### src/rtl/pipelined_kogge_stone_addsub.sv
// Pipelined Kogge-Stone adder/subtractor with valid/ready flow control.
// Stage 0 forms propagate/generate; later stages run the prefix levels; the last stage registers the result.
module pipelined_kogge_stone_addsub #(
    parameter int unsigned DATA_WIDTH       = 32,
    parameter int unsigned LEVELS_PER_STAGE = 2
) (
    input  logic                  clk,
    input  logic                  rst,
    input  logic                  in_valid,
    output logic                  in_ready,
    input  logic [DATA_WIDTH-1:0] a,
    input  logic [DATA_WIDTH-1:0] b,
    input  logic                  cin,
    input  logic                  op_sub,
    output logic                  out_valid,
    input  logic                  out_ready,
    output logic [DATA_WIDTH-1:0] sum,
    output logic                  cout,
    output logic                  ovf,
    output logic                  zero
);

    localparam int unsigned W      = DATA_WIDTH;
    localparam int unsigned LEVELS = $clog2(DATA_WIDTH);
    localparam int unsigned NSP    = (LEVELS + LEVELS_PER_STAGE - 1) / LEVELS_PER_STAGE;

    // Applies prefix levels lo..hi-1 (span 2^level) to a propagate/generate pair.
    function automatic logic [2*W-1:0] kogge_levels(
        input logic [W-1:0] p_in,
        input logic [W-1:0] g_in,
        input int unsigned  lo,
        input int unsigned  hi
    );
        logic [W-1:0] p_cur, g_cur, p_nxt, g_nxt;
        p_cur = p_in;
        g_cur = g_in;
        for (int unsigned l = 0; l < LEVELS; l++) begin
            if (l >= lo && l < hi) begin
                p_nxt = p_cur;
                g_nxt = g_cur;
                for (int unsigned j = (32'd1 << l); j < W; j++) begin
                    g_nxt[j] = g_cur[j] | (p_cur[j] & g_cur[j - (32'd1 << l)]);
                    p_nxt[j] = p_cur[j] & p_cur[j - (32'd1 << l)];
                end
                p_cur = p_nxt;
                g_cur = g_nxt;
            end
        end
        return {p_cur, g_cur};
    endfunction

    logic [NSP:0]   valid_q, valid_d, load, up_valid, en;
    logic [W-1:0]   p_q  [0:NSP-1];
    logic [W-1:0]   g_q  [0:NSP-1];
    logic [W-1:0]   pi_q [0:NSP-1];
    logic           c0_q [0:NSP-1];
    logic [W-1:0]   p_d  [0:NSP];
    logic [W-1:0]   g_d  [0:NSP];
    logic [W-1:0]   pi_d [0:NSP-1];
    logic           c0_d [0:NSP-1];
    logic [W-1:0]   sum_q, sum_d;
    logic           cout_q, cout_d, ovf_q, ovf_d, zero_q, zero_d;
    logic [W-1:0]   b_eff;
    logic           c0;
    logic [W:0]     carry;
    logic [2*W-1:0] pg;

    always_comb begin
        // A stage loads when empty or when its beat moves on; this ripples back to in_ready.
        load      = '0;
        load[NSP] = ~valid_q[NSP] | out_ready;
        for (int unsigned i = 1; i <= NSP; i++) begin
            load[NSP-i] = ~valid_q[NSP-i] | load[NSP-i+1];
        end
        up_valid = {valid_q[NSP-1:0], in_valid};
        en       = load & up_valid;
        valid_d  = (load & up_valid) | (~load & valid_q);
        in_ready = load[0];

        b_eff      = op_sub ? ~b : b;
        c0         = op_sub | cin;
        p_d[0]     = a ^ b_eff;
        g_d[0]     = a & b_eff;
        g_d[0][0]  = g_d[0][0] | (p_d[0][0] & c0);
        pi_d[0]    = a ^ b_eff;
        c0_d[0]    = c0;

        pg = '0;
        for (int unsigned k = 1; k <= NSP; k++) begin
            pg     = kogge_levels(p_q[k-1], g_q[k-1], (k - 1) * LEVELS_PER_STAGE,
                                  k * LEVELS_PER_STAGE);
            p_d[k] = pg[2*W-1:W];
            g_d[k] = pg[W-1:0];
        end
        for (int unsigned k = 1; k < NSP; k++) begin
            pi_d[k] = pi_q[k-1];
            c0_d[k] = c0_q[k-1];
        end

        carry  = {g_d[NSP], c0_q[NSP-1]};
        sum_d  = pi_q[NSP-1] ^ carry[W-1:0];
        cout_d = carry[W];
        ovf_d  = carry[W] ^ carry[W-1];
        zero_d = ~|sum_d;
    end

    always_ff @(posedge clk) begin
        for (int unsigned k = 0; k < NSP; k++) begin
            if (en[k]) begin
                p_q[k]  <= p_d[k];
                g_q[k]  <= g_d[k];
                pi_q[k] <= pi_d[k];
                c0_q[k] <= c0_d[k];
            end
        end
    end

    always_ff @(posedge clk) begin
        if (rst) begin
            valid_q <= '0;
            sum_q   <= '0;
            cout_q  <= 1'b0;
            ovf_q   <= 1'b0;
            zero_q  <= 1'b0;
        end else begin
            valid_q <= valid_d;
            if (en[NSP]) begin
                sum_q  <= sum_d;
                cout_q <= cout_d;
                ovf_q  <= ovf_d;
                zero_q <= zero_d;
            end
        end
    end

    assign out_valid = valid_q[NSP];
    assign sum       = sum_q;
    assign cout      = cout_q;
    assign ovf       = ovf_q;
    assign zero      = zero_q;

endmodule

### config.mk
export PLATFORM = sky130hd
export DESIGN_NAME = pipelined_kogge_stone_addsub
export DESIGN_NICKNAME = d
export VERILOG_FILES = /design/src/rtl/pipelined_kogge_stone_addsub.sv
export SDC_FILE = /design/constraint.sdc
export NUM_CORES = 1
export LEC_CHECK = 0
export BUFFER_PORTS_ARGS = -buffer_cell sky130_fd_sc_hd__buf_2
export CAP_MARGIN = 30
export CORE_MARGIN = 4
export CORE_UTILIZATION = 30
export DETAILED_ROUTE_END_ITERATION = 10
export SLEW_MARGIN = 20
export SYNTH_ARGS = -nofsm -noshare
export SYNTH_HDL_FRONTEND = slang
export SYNTH_SLANG_ARGS = --single-unit
### constraint.sdc
create_clock -name clk -period 12.55 [get_ports clk]
set_clock_uncertainty 0.2 [all_clocks]
set_input_delay 0.6275 -clock clk [delete_from_list [all_inputs] [get_ports clk]]
set_output_delay 0.6275 -clock clk [all_outputs]
set_load 0.05 [all_outputs]
==> run_results.csv <==
group,metric,value,unit
yosys,syn_area,0.0108,mm²
timing,hold_slack,189,ps
grt,grt_use_total,11.4,%
timing,rsz0062_at_grt,"no",
critical_path,path_class,"reg -> out",
placed_design,gp_congestion,0.837,
yosys,syn_nets,855,
timing,slew_viol_final,0,
clock_tree,clk_pin_slew_worst_paths,60,ps
critical_path,cp_max_fo,4,
routing,wl_per_cell,16.6,µm
die,start_util,30.4,%
grt,antenna_found_initial,0,
timing,fin_crit,2650,ps
die,die_area,0.0390,mm²
status,status,"complete, no violations",
finish,final_util,36.2,%
finish,diodes,0,
placed_design,dp.cells,1310,
flow_run,drv_cap,0,
yosys,synth_top_area_cell,"edfxtp_1",
yosys,synth-seq-cells,278,
die,ios,107,
clock_tree,cts_made_buffers,27,
critical_path,crit_path_start_kind,"flop",
yosys,seq_area_frac_synth,73.8,%
routing,vias,5980,
timing,setup_violations,0,
grt,grt_start_max_net_pins,82,
critical_path,cp.required,11720,ps
placed_design,io_buffers,106,
die,fp-row-count,69,
worst_hold_path,hp-class,"in -> reg",
critical_path,end_kind,"output pin",
routing,finalWirelength,22.6,mm
power,power_density,156,mW/mm²
power,p_leak,4.52,nW
die,fp.dieW,198,µm
die,core,0.0355,mm²
routing,viasPerCell,4.40,
clock_tree,clockBufferDepth,3,
yosys,synthCells,753,
timing,setup_tns,0,ps
routing,drt-initial-drc-count,323,
yosys,synth.area.top_cells,"edfxtp_1 67%, dfxtp_1 7.2%, ha_1 3.7%",
clock_tree,cts_tree,"yes",
clock_tree,cts_root_buf,"clkbuf_16",
routing,drc,0,
die,chipHeight,198,µm
yosys,syn_avg_cell_area,14.3,µm²
grt,grt_pass1_vias,6223,
routing,ant_nets,0,
yosys,yosys_warnings,0,
timing,hold_viol,0,
power,ir_worst_vdd,0.0906,mV
routing,firstDrtPassIters,5,
yosys,yosysTopAreaCellShare,66.6,%
timing,period_share,21.1,%
timing,timing.fmax,378,MHz
grt,grt_pass1_wl,34.9,mm
clock_tree,ctsHoldBuffers,0,
clock_tree,cts-resized-gates,0,
critical_path,worst_ep_arrival_time,1820,ps
grt,grt_overflow_total,0,
finish,area_growth_syn_to_layout,19.0,%
finish,nets,982,
clock_tree,clock_latency,520,ps
finish,drive_above_1_share,18.8,%
placed_design,dp.final_hpwl,17.3,mm
yosys,synth.distinct_cells,32,
timing,tightestPinTransition,802,ps
clock_tree,htree_levels,1,
timing,slew_headroom,46.5,%
clock_tree,cts.sinks,278,
clock_tree,cts_setup_buffers,0,
finish,finalNonFillerCells,1359,
power,p_total,2.01,mW
flip-flops by register name, summed over array words and instances (netlist names), named ones only:
register	flops
pi_q	64
p_q	76
c0_q	3
g_q	96
ovf	1
cout	1
sum	32
zero	1
synth_stat cells (all sizes together):
cell	number
ha	32
nand3	13
clkbuf	5
a21o	11
nor2b	6
nor4	5
inv	6
nand2b	6
and2b	1
dfxtp	39
nand4	3
a211oi	18
nand4b	1
or2	1
o21bai	5
and3	1
xnor2	33
a21oi	78
edfxtp	239
nor2	68
buf	10
nand3b	1
o21ai	41
nand2	96
xor2	32
a21boi	1
and2	1
path summary, 6_finish.rpt:
kind | from | to | slack, ps | depth (start not counted)
max reg2reg | flop | p_q[0][0] | 10270 | 4
min reg2reg | pi_q[0][34] | pi_q[0][66] | 220 | 0
min | cin | c0_q[0][0] | 190 | 2
max | flop | in_ready | 9900 | 4
critical path, cell delays in order (launching register included):
cell,delay (ps)
dfxtp_1,380
and2b_1,240
and3_1,340
nand2_1,110
buf_2,220
cell families (layout without fill, tap and decap cells):
logic type               Yosys count  after routing  synth area share [%]
AND/OR/NAND/NOR                  203            203                  8.05
AO/OA/AOI/OAI                    154            154                  8.24
XOR/XNOR                          65             65                  5.28
buffers and inverters             21            166                 0.894
adder cells (fa/ha/maj)           32             32                  3.71
flip-flops                       278            278                  73.8
metrics by stage:
step	worst slack (ps)	instance area (µm²)
after detailed placement	9860	11900
after CTS	9860	12800
final	9900	12800
after global placement	9690	11900
after floorplan	4990	10800
after global routing	9790	12800
routing by layer:
metal	routed length [µm]	up-vias	global-route usage [%]
met2	10200	142	18.0
met5	0	-	0
met1	10700	2788	16.1
li1	-	3014	-
met4	484	0	3.26
met3	1260	36	2.39
placed cells by master, fill, tap and decap left out, types with 6 or more instances in the layout:
| cell type | instances |
|---|---|
| clkbuf_16 | 27 |
| dfxtp_1 | 39 |
| a21oi_1 | 69 |
| inv_1 | 6 |
| a21oi_2 | 8 |
| nor2_1 | 68 |
| nand3_1 | 13 |
| a211oi_1 | 18 |
| a21o_1 | 11 |
| xor2_1 | 32 |
| xnor2_1 | 33 |
| o21ai_0 | 40 |
| edfxtp_1 | 239 |
| ha_1 | 32 |
| buf_2 | 106 |
| nand2_1 | 96 |
report_power, final:
part | switching [mW] | internal, mW | leakage (nW)
logic | 0.0743 | 0.0396 | 1.50
registers | 0.0291 | 1.06 | 2.60
clock network | 0.328 | 0.478 | 0.418
final cells by class:
class                   instances  area, µm²
clock inverters                15        193
repair buffers                113        628
multi-input cells             454       2760
inverters                       6       22.5
fillers                      3363      22700
flip-flops and latches        278       7960
well taps                     461        577
clock buffers                  32        694
Power figures use the tool's default switching activity.
